===== config.mk =====
export PLATFORM = sky130hd
export DESIGN_NAME = bit_byte_ram
export DESIGN_NICKNAME = d
export VERILOG_FILES = /design/src/rtl/bit_byte_ram_pkg.sv /design/src/rtl/bit_addr_decode.sv /design/src/rtl/bit_byte_ram.sv
export SDC_FILE = /design/constraint.sdc
export NUM_CORES = 2
export LEC_CHECK = 0
export CAP_MARGIN = 5
export CORE_MARGIN = 2
export CORE_UTILIZATION = 60
export CTS_BUF_LIST = sky130_fd_sc_hd__clkbuf_16
export CTS_CLUSTER_DIAMETER = 60
export CTS_CLUSTER_SIZE = 16
export DETAILED_ROUTE_END_ITERATION = 8
export PLACE_DENSITY = 0.76
export SLEW_MARGIN = 40
export SYNTH_ARGS = -nofsm -noshare
export SYNTH_HDL_FRONTEND = slang
export SYNTH_SLANG_ARGS = --single-unit

===== constraint.sdc =====
create_clock -name clk -period 8 [get_ports clk]
set_clock_uncertainty 0.1 [all_clocks]
set_input_delay 1.6 -clock clk [delete_from_list [all_inputs] [get_ports clk]]
set_output_delay 1.6 -clock clk [all_outputs]
set_load 0.1 [all_outputs]

===== src/rtl/bit_byte_ram_pkg.sv =====
// Shared op codes, FSM encoding and bit-modify helpers for the bit/byte data RAM.
// Latency: none, this file holds definitions only.
// Backpressure: none.
package bit_byte_ram_pkg;

  // Request op codes; 3'b011 is reserved and completes with an error
  typedef enum logic [2:0] {
    OP_BYTE_RD = 3'b000,
    OP_BYTE_WR = 3'b001,
    OP_BIT_CPL = 3'b010,
    OP_BIT_RD  = 3'b100,
    OP_BIT_WR  = 3'b101,
    OP_BIT_SET = 3'b110,
    OP_BIT_CLR = 3'b111
  } op_e;

  localparam logic [2:0] OP_RSVD = 3'b011;

  typedef enum logic [1:0] {
    ST_IDLE = 2'd0,
    ST_RD   = 2'd1,
    ST_WR   = 2'd2,
    ST_DONE = 2'd3
  } state_e;

  // Bit ops are the whole upper half of the op space plus CPL
  function automatic logic is_bit_op(input logic [2:0] op);
    return op[2] | (op == OP_BIT_CPL);
  endfunction

  // Value the selected bit takes after a bit-modify op; the caller merges it
  // into the previously read byte so the other bits are preserved
  function automatic logic new_bit(input logic [2:0] op, input logic bin, input logic old_bit);
    logic v;
    case (op)
      OP_BIT_WR:  v = bin;
      OP_BIT_SET: v = 1'b1;
      OP_BIT_CLR: v = 1'b0;
      OP_BIT_CPL: v = ~old_bit;
      default:    v = old_bit;
    endcase
    return v;
  endfunction

endpackage


===== src/rtl/bit_addr_decode.sv =====
// Maps a boolean-processor bit address onto a byte address and bit index in the bit window.
// Latency: purely combinational.
// Backpressure: none.
module bit_addr_decode #(
  parameter int DWIDTH     = 8,
  parameter int ADDRWIDTH  = 7,
  parameter int BITBASE    = 32,
  parameter int BITBYTES   = 16,
  parameter int BADDRWIDTH = 7
) (
  input  logic [BADDRWIDTH-1:0]     baddr,
  output logic [ADDRWIDTH-1:0]      byte_addr,
  output logic [$clog2(DWIDTH)-1:0] bit_idx,
  output logic                      out_of_range
);

  localparam int IDXW  = $clog2(DWIDTH);
  localparam int NBITS = BITBYTES * DWIDTH;

  logic [BADDRWIDTH-1:0] byte_off;

  // DWIDTH is a power of two, so divide/modulo reduce to a shift and a slice
  always_comb begin
    byte_off     = baddr >> IDXW;
    bit_idx      = baddr[IDXW-1:0];
    byte_addr    = ADDRWIDTH'(BITBASE) + ADDRWIDTH'(byte_off);
    out_of_range = (32'(baddr) >= 32'(NBITS));
  end

endmodule


===== src/rtl/bit_byte_ram.sv =====
// Byte- and bit-addressable data RAM; bit writes run as internal read-modify-write.
// Latency: accept to ack 2 cycles (byte rd/wr, bit rd), 3 (bit modify), 1 (reserved op).
// Backpressure: one request at a time; CS is only sampled in IDLE, busy marks RD/WR.
module bit_byte_ram
  import bit_byte_ram_pkg::*;
#(
  parameter int DWIDTH     = 8,
  parameter int ADDRWIDTH  = 7,
  parameter int BITBASE    = 32,
  parameter int BITBYTES   = 16,
  parameter int BADDRWIDTH = 7
) (
  input  logic                  clk,
  input  logic                  rst_n,
  input  logic                  CS,
  input  logic [2:0]            op,
  input  logic [ADDRWIDTH-1:0]  addr,
  input  logic [BADDRWIDTH-1:0] baddr,
  input  logic [DWIDTH-1:0]     din,
  input  logic                  bin,
  output logic [DWIDTH-1:0]     dout,
  output logic                  bout,
  output logic                  busy,
  output logic                  ack,
  output logic                  err
);

  localparam int DEPTH = 2 ** ADDRWIDTH;
  localparam int IDXW  = $clog2(DWIDTH);

  // Everything captured at accept; the request inputs are ignored afterwards
  typedef struct packed {
    logic [2:0]            op;
    logic [ADDRWIDTH-1:0]  addr;
    logic [BADDRWIDTH-1:0] baddr;
    logic [DWIDTH-1:0]     din;
    logic                  bin;
  } req_t;

  state_e                state_q, state_d;
  req_t                  req_q, req_d;
  logic [DWIDTH-1:0]     tmp_q, tmp_d;
  logic [DWIDTH-1:0]     dout_q, dout_d;
  logic                  bout_q, bout_d;
  logic                  busy_q, busy_d;
  logic                  ack_q, ack_d;
  logic                  err_q, err_d;

  logic [DWIDTH-1:0]     mem_q [DEPTH];
  logic                  wr_en;
  logic [ADDRWIDTH-1:0]  wr_addr;
  logic [DWIDTH-1:0]     wr_dat;

  logic [ADDRWIDTH-1:0]  dec_byte;
  logic [IDXW-1:0]       dec_idx;
  logic                  dec_oor;

  logic [ADDRWIDTH-1:0]  rd_addr;
  logic [DWIDTH-1:0]     rd_byte;
  logic [DWIDTH-1:0]     bit_mask;
  logic [DWIDTH-1:0]     mod_byte;
  logic                  new_val;

  bit_addr_decode #(
    .DWIDTH     (DWIDTH),
    .ADDRWIDTH  (ADDRWIDTH),
    .BITBASE    (BITBASE),
    .BITBYTES   (BITBYTES),
    .BADDRWIDTH (BADDRWIDTH)
  ) u_dec (
    .baddr        (req_q.baddr),
    .byte_addr    (dec_byte),
    .bit_idx      (dec_idx),
    .out_of_range (dec_oor)
  );

  // Datapath: target byte select, array read and the merged byte for bit writes
  always_comb begin
    rd_addr  = is_bit_op(req_q.op) ? dec_byte : req_q.addr;
    rd_byte  = mem_q[rd_addr];
    bit_mask = DWIDTH'(1) << dec_idx;
    new_val  = new_bit(req_q.op, req_q.bin, tmp_q[dec_idx]);
    mod_byte = new_val ? (tmp_q | bit_mask) : (tmp_q & ~bit_mask);
  end

  // FSM next state, result capture and array write control
  always_comb begin
    state_d = state_q;
    req_d   = req_q;
    tmp_d   = tmp_q;
    dout_d  = dout_q;
    bout_d  = bout_q;
    err_d   = 1'b0;
    wr_en   = 1'b0;
    wr_addr = req_q.addr;
    wr_dat  = req_q.din;
    case (state_q)
      ST_IDLE: begin
        if (!CS) begin
          req_d = '{op, addr, baddr, din, bin};
          if (op == OP_RSVD) begin
            err_d   = 1'b1;
            state_d = ST_DONE;
          end else if (op == OP_BYTE_WR) begin
            state_d = ST_WR;
          end else begin
            state_d = ST_RD;
          end
        end
      end
      ST_RD: begin
        tmp_d = rd_byte;
        if (!is_bit_op(req_q.op)) begin
          dout_d  = rd_byte;
          state_d = ST_DONE;
        end else if (dec_oor) begin
          // Out-of-window bit: report error, never touch the array
          bout_d  = 1'b0;
          err_d   = 1'b1;
          state_d = ST_DONE;
        end else begin
          bout_d  = rd_byte[dec_idx];
          state_d = (req_q.op == OP_BIT_RD) ? ST_DONE : ST_WR;
        end
      end
      ST_WR: begin
        wr_en   = 1'b1;
        state_d = ST_DONE;
        if (is_bit_op(req_q.op)) begin
          wr_addr = dec_byte;
          wr_dat  = mod_byte;
        end
      end
      ST_DONE: begin
        // CS is deliberately not sampled here; a held request is taken in IDLE
        state_d = ST_IDLE;
      end
      default: state_d = ST_IDLE;
    endcase
    busy_d = (state_d == ST_RD) || (state_d == ST_WR);
    ack_d  = (state_d == ST_DONE);
  end

  // Control and output registers; reset aborts any request in flight
  always_ff @(negedge clk or negedge rst_n) begin
    if (!rst_n) begin
      state_q <= ST_IDLE;
      req_q   <= '0;
      tmp_q   <= '0;
      dout_q  <= '0;
      bout_q  <= 1'b0;
      busy_q  <= 1'b0;
      ack_q   <= 1'b0;
      err_q   <= 1'b0;
    end else begin
      state_q <= state_d;
      req_q   <= req_d;
      tmp_q   <= tmp_d;
      dout_q  <= dout_d;
      bout_q  <= bout_d;
      busy_q  <= busy_d;
      ack_q   <= ack_d;
      err_q   <= err_d;
    end
  end

  // Storage array: cleared by reset, single write port used in WR only
  always_ff @(negedge clk or negedge rst_n) begin
    if (!rst_n) begin
      mem_q <= '{default: '0};
    end else if (wr_en) begin
      mem_q[wr_addr] <= wr_dat;
    end
  end

  assign dout = dout_q;
  assign bout = bout_q;
  assign busy = busy_q;
  assign ack  = ack_q;
  assign err  = err_q;

endmodule


==> report_table.html <==
<table>
<tr><th>Metric</th><th>Value</th></tr>
<tr><th colspan="2">CTS</th></tr>
<tr><td>H-tree lvl count</td><td>3</td></tr>
<tr><td>Clock sink count</td><td>around 1,100</td></tr>
<tr><td>Number of buffers on the longest clock path</td><td>3</td></tr>
<tr><td>Setup Buffers After CTS</td><td>0</td></tr>
<tr><td>Clock buffers created by TritonCTS</td><td>83</td></tr>
<tr><td>CTS tree</td><td>yes</td></tr>
<tr><td>Cts repair resizes</td><td>0</td></tr>
<tr><td>Hold-fix buffers at CTS</td><td>0</td></tr>
<tr><td>Clock insertion delay at the later pin of the skew report</td><td>between 0.6 and 0.7 ns</td></tr>
<tr><td>Buffer cell driving the clock tree root</td><td>clkbuf_16</td></tr>
<tr><td>Clock input transition at the sequential cells of the worst setup and hold paths</td><td>around 0.050 ns</td></tr>
<tr><th colspan="2">Synthesis</th></tr>
<tr><td>Leading register cell type out of synthesis</td><td>dfrtn_1</td></tr>
<tr><td>Yosys reg bits</td><td>1,072</td></tr>
<tr><td>Ys async rst share</td><td>100.0%</td></tr>
<tr><td>Post-Synthesis Mean Instance Area</td><td>just over 9 µm²</td></tr>
<tr><td>Netlist area before placement</td><td>0.04962 mm²</td></tr>
<tr><td>Gate count after technology mapping</td><td>5,331</td></tr>
<tr><td>Number of flops mapped to enable cells by yosys</td><td>0</td></tr>
<tr><td>Portion of the post-synthesis area used by sequential elements</td><td>54.07%</td></tr>
<tr><td>Count of cell types in the netlist</td><td>99</td></tr>
<tr><td>Synth Net Count</td><td>about 5,400</td></tr>
<tr><td>Yosys warns</td><td>0</td></tr>
<tr><th colspan="2">Worst setup path</th></tr>
<tr><td>Depth of the critical timing path with buffers and inverters included</td><td>1</td></tr>
<tr><td>Depth of the most critical reg-to-reg path</td><td>12</td></tr>
<tr><td>Beginning of the worst register-to-register path</td><td>req_q[23]$_DFFE_NN0P_</td></tr>
<tr><td>Count of buffering cells on the critical path with inverters included</td><td>1</td></tr>
<tr><td>Start-to-end type of the worst setup path</td><td>register to output pin</td></tr>
<tr><td>Cell with the biggest individual delay on the critical path</td><td>dfrtn_1</td></tr>
<tr><td>Crit path cell chain</td><td>buf_4</td></tr>
<tr><td>Critical Path End Type</td><td>output pin</td></tr>
<tr><td>Largest stage delay on the critical path</td><td>~0.42 ns</td></tr>
<tr><td>Arrival time at the worst endpoint</td><td>5.35 ns</td></tr>
<tr><td>Critical Path RT</td><td>between 6 and 7 ns</td></tr>
<tr><td>Setup slack on the worst flop-to-flop path</td><td>2.55 ns</td></tr>
<tr><td>Critical-path maximum fanout</td><td>2</td></tr>
<tr><td>Kind of cell adding the most delay to the critical path</td><td>flip-flops</td></tr>
<tr><td>Startpoint of the worst setup timing path</td><td>dout[5]$_DFFE_NN0P_</td></tr>
<tr><td>Capture instance of the worst register-to-register path</td><td>bout$_DFFE_NN0P_</td></tr>
<tr><td>Startpoint type of the worst setup path</td><td>register</td></tr>
<tr><td>Worst Setup EP</td><td>dout[5]</td></tr>
<tr><th colspan="2">STA</th></tr>
<tr><td>Final setup margin</td><td>between 0.9 and 1 ns</td></tr>
<tr><td>Transition at the pin with the smallest max-transition slack</td><td>roughly 1.0 ns</td></tr>
<tr><td>Final sum of negative setup slack</td><td>0 ns</td></tr>
<tr><td>Setup-violating endpoint count in the final report</td><td>0</td></tr>
<tr><td>RSZ-0062 raised after global routing</td><td>false</td></tr>
<tr><td>Number of pins exceeding their max-slew limit in the final report</td><td>0</td></tr>
<tr><td>Slew Limit Headroom</td><td>30.58%</td></tr>
<tr><td>Smallest hold slack</td><td>0.3198 ns</td></tr>
<tr><td>Final Hold Violating Endpoints</td><td>0</td></tr>
<tr><th colspan="2">Pwr</th></tr>
<tr><td>PwrDens</td><td>473.9 mW/mm²</td></tr>
<tr><td>Maximum vdd drop</td><td>0.0007974 V</td></tr>
<tr><td>Total power</td><td>25,360 µW</td></tr>
<tr><td>Leak Pwr</td><td>between 0.02 and 0.025 µW</td></tr>
<tr><th colspan="2">Die</th></tr>
<tr><td>Core Footprint</td><td>0.08198 mm²</td></tr>
<tr><td>Width of the chip</td><td>291.6 µm</td></tr>
<tr><td>Initial core utilization</td><td>60.52%</td></tr>
<tr><td>Die Height</td><td>approximately 290 µm</td></tr>
<tr><td>Count of standard-cell rows</td><td>105</td></tr>
<tr><td>I/O pin cnt</td><td>41</td></tr>
<tr><td>Overall die area</td><td>0.08501 mm²</td></tr>
<tr><th colspan="2">Detailed routing</th></tr>
<tr><td>Final wirelength</td><td>around 170 mm</td></tr>
<tr><td>DRT antenna net count</td><td>0</td></tr>
<tr><td>DRC violations left</td><td>0</td></tr>
<tr><td>Detailed router's first-iteration violation count</td><td>5,690</td></tr>
<tr><td>Routed WL per cell</td><td>between 20 and 30 µm</td></tr>
<tr><td>Detailed-route via count</td><td>42,380</td></tr>
<tr><td>Detail-routed via count per cell</td><td>approximately 6.8</td></tr>
<tr><td>Router iterations before antenna repair</td><td>8</td></tr>
<tr><th colspan="2">Finish</th></tr>
<tr><td>Final-stage net count</td><td>between 5,000 and 6,000</td></tr>
<tr><td>Fill cell instance count of the final layout</td><td>6,521</td></tr>
<tr><td>Layout area overhead</td><td>7.845%</td></tr>
<tr><td>Ratio of cells with drive above 1 in the final layout</td><td>9.961%</td></tr>
<tr><td>Area of all placed cells without fillers</td><td>0.05351 mm²</td></tr>
<tr><th colspan="2">GRT</th></tr>
<tr><td>Maximum number of pins on one net before global-route repair</td><td>~110</td></tr>
<tr><td>Overall fraction of global-route tracks in use</td><td>39.72%</td></tr>
<tr><td>Antenna violations before repair</td><td>5</td></tr>
<tr><td>Final global-route overflow total</td><td>0</td></tr>
<tr><td>Via count of the first global-routing pass</td><td>40,360</td></tr>
<tr><td>First-pass GRT wire length</td><td>255.2 mm</td></tr>
<tr><th colspan="2">Placed design</th></tr>
<tr><td>I/O Buffers</td><td>40</td></tr>
<tr><td>Routability congestion estimate</td><td>just under 1</td></tr>
<tr><td>Estimated wirelength of the detail-placed design</td><td>105.5 mm</td></tr>
<tr><td>Post-detailed-placement cell area</td><td>0.05102 mm²</td></tr>
<tr><td>Pre-CTS setup slack</td><td>0.7239 ns</td></tr>
<tr><th colspan="2">Flow run</th></tr>
<tr><td>Count of max-cap constraint violations</td><td>0</td></tr>
<tr><th colspan="2">Run status</th></tr>
<tr><td>Result of the run</td><td>finished, final reports clean</td></tr>
<tr><th colspan="2">Worst hold path</th></tr>
<tr><td>Worst min-delay path class</td><td>register to register</td></tr>
<tr><td>Hold Crit Start</td><td>mem_q[762]$_DFFE_NN0P_</td></tr>
</table>
==> layout by cell type (no fill, tap or decap), types with 10 or more instances in the layout <==
cell type        netlist  final
dfrtn_1             1072   1072
a21oi_1             1057   1045
nor2_1              1119   1041
nand2_1              378    375
o21ai_0              155    155
mux2i_1              139    139
nand3_1              134    130
and3_1               127    127
buf_4                 59    127
a211oi_1             111    111
nor2_2                16     91
clkbuf_16              0     85
mux2_2                44     44
a31oi_1               41     41
mux4_2                34     34
clkdlybuf4s50_1        0     27
a22oi_1               25     25
o221ai_1              24     24
nor4_1                30     24
a311oi_1              24     24
o22ai_1               23     23
a32oi_1               22     22
a21boi_0              22     22
buf_12                 1     22
inv_1                 12     18
nand2b_1              17     17
nor3_1                17     17
a211o_1               17     17
o211ai_1              16     16
nor2b_1               15     14
nand4_1               11     11
a21oi_4                1     10
==> cell usage after synthesis, types with 6 or more instances <==
library cell  number  area (µm²)
mux2_2            44       495.5
nor4_1            30       187.7
nand4_1           11       68.82
a311o_1            8       80.08
o21a_1             6       45.04
dfrtn_1         1072       26830
buf_1              7       26.28
nor2b_1           15       93.84
buf_6              9       101.4
a21boi_0          22       165.2
clkbuf_1         207       777.0
a211oi_1         111       833.3
o211ai_1          16       120.1
nor2_1          1119        4200
or4_1              8       60.06
a221oi_1           8       70.07
buf_4             59       442.9
mux2i_1          139        1391
nand2_1          378        1419
a22oi_1           25       187.7
and2_1             9       56.30
a32oi_1           22       192.7
nor2_2            16       100.1
nand3_1          134       670.6
a21oi_1         1057        5290
nand2b_1          17       106.4
mux4_2            34       765.7
o221ai_1          24       210.2
nor3_1            17       85.08
and3_1           127       794.5
buf_2            164       820.8
a32o_1             6       60.06
o2111ai_1          9       78.83
a311oi_1          24       210.2
o22ai_1           23       143.9
o31ai_1            8       60.06
a31oi_1           41       256.5
a211o_1           17       148.9
o21ai_0          155       775.7
inv_1             12       45.04
==> worst register-to-register path, cell delays in order, from the launching register on <==
cell and delay [ns]:
dfrtn_1 0.54, nand2b_1 0.15, buf_4 0.39, nand2_4 0.49, nand2_8 0.68, buf_12 0.54
mux2i_1 0.18, mux2_2 0.30, o2111ai_1 0.57, o2111ai_1 0.63, nor4b_1 0.50, nor4_1 0.13
nor3b_2 0.23
==> metal layers <==
metal / track usage (%) / vias up / share of wire, %
met5: 0 / - / 0.034
met4: 22.19 / 8 / 6.7
met3: 13.37 / 701 / 14
met2: 56.25 / 2933 / 42
met1: 53.88 / 20440 / 37
li1: - / 18290 / -
==> cell families (layout without fill, tap and decap cells) <==
group / count (synthesis) / after routing / synth area share [%]
buffers and inverters: 462 / 321 / 4.532
AND/OR/NAND/NOR: 1919 / 1919 / 16.54
flip-flops: 1072 / 1072 / 54.07
AO/OA/AOI/OAI: 1657 / 1657 / 19.42
multiplexers: 217 / 217 / 5.346
other: 0 / 1 / 0
adder cells (fa/ha/maj): 4 / 4 / 0.1009
==> final cells by class <==
class | count | area [µm²] | area share, %
timing repair buffer | 189 | 1829 | 3.419
multi-input combinational | 3797 | 21050 | 39.34
sequential | 1072 | 26830 | 50.13
inverter | 14 | 55.05 | 0.1029
clock buffer | 85 | 2127 | 3.975
antenna | 1 | 2.502 | 0.004677
tap | 1070 | 1339 | 2.502
clock inverter | 33 | 280.3 | 0.5238
==> stage by stage <==
stage          instances  utilization, %
2_1_floorplan       5331               -
3_5_place_dp        6139           62.24
5_1_grt             6260           65.27
4_1_cts             6257           65.17
6_report            6261           65.27
3_3_place_gp        6134           61.78
==> power breakdown <==
part	total, µW	switching, µW	leakage [µW]	internal, µW
logic	13100	9490	0.00825	3560
clock network	4010	2020	0.00118	1990
registers	8290	1030	0.0146	7260
total	25400	12500	0.0240	12800
==> how the worst min path moves through the flow <==
stage / endpoint / cells after the start
final: mem_q[762]$_DFFE_NN0P_ / 2
after floorplan: mem_q[718]$_DFFE_NN0P_ / 2
after detailed placement: mem_q[762]$_DFFE_NN0P_ / 2
after global routing: mem_q[756]$_DFFE_NN0P_ / 2
after CTS: mem_q[762]$_DFFE_NN0P_ / 2
after global placement: mem_q[743]$_DFFE_NN0P_ / 2
==> flip-flops by register name (all words and copies together) (netlist names) <==
name and flops:
mem_q 1024, err 1, bout 1, dout 8, req_q 26, tmp_q 8
ack 1, state_q 2, busy 1
Note: power is estimated with default switching activity, not from simulation.
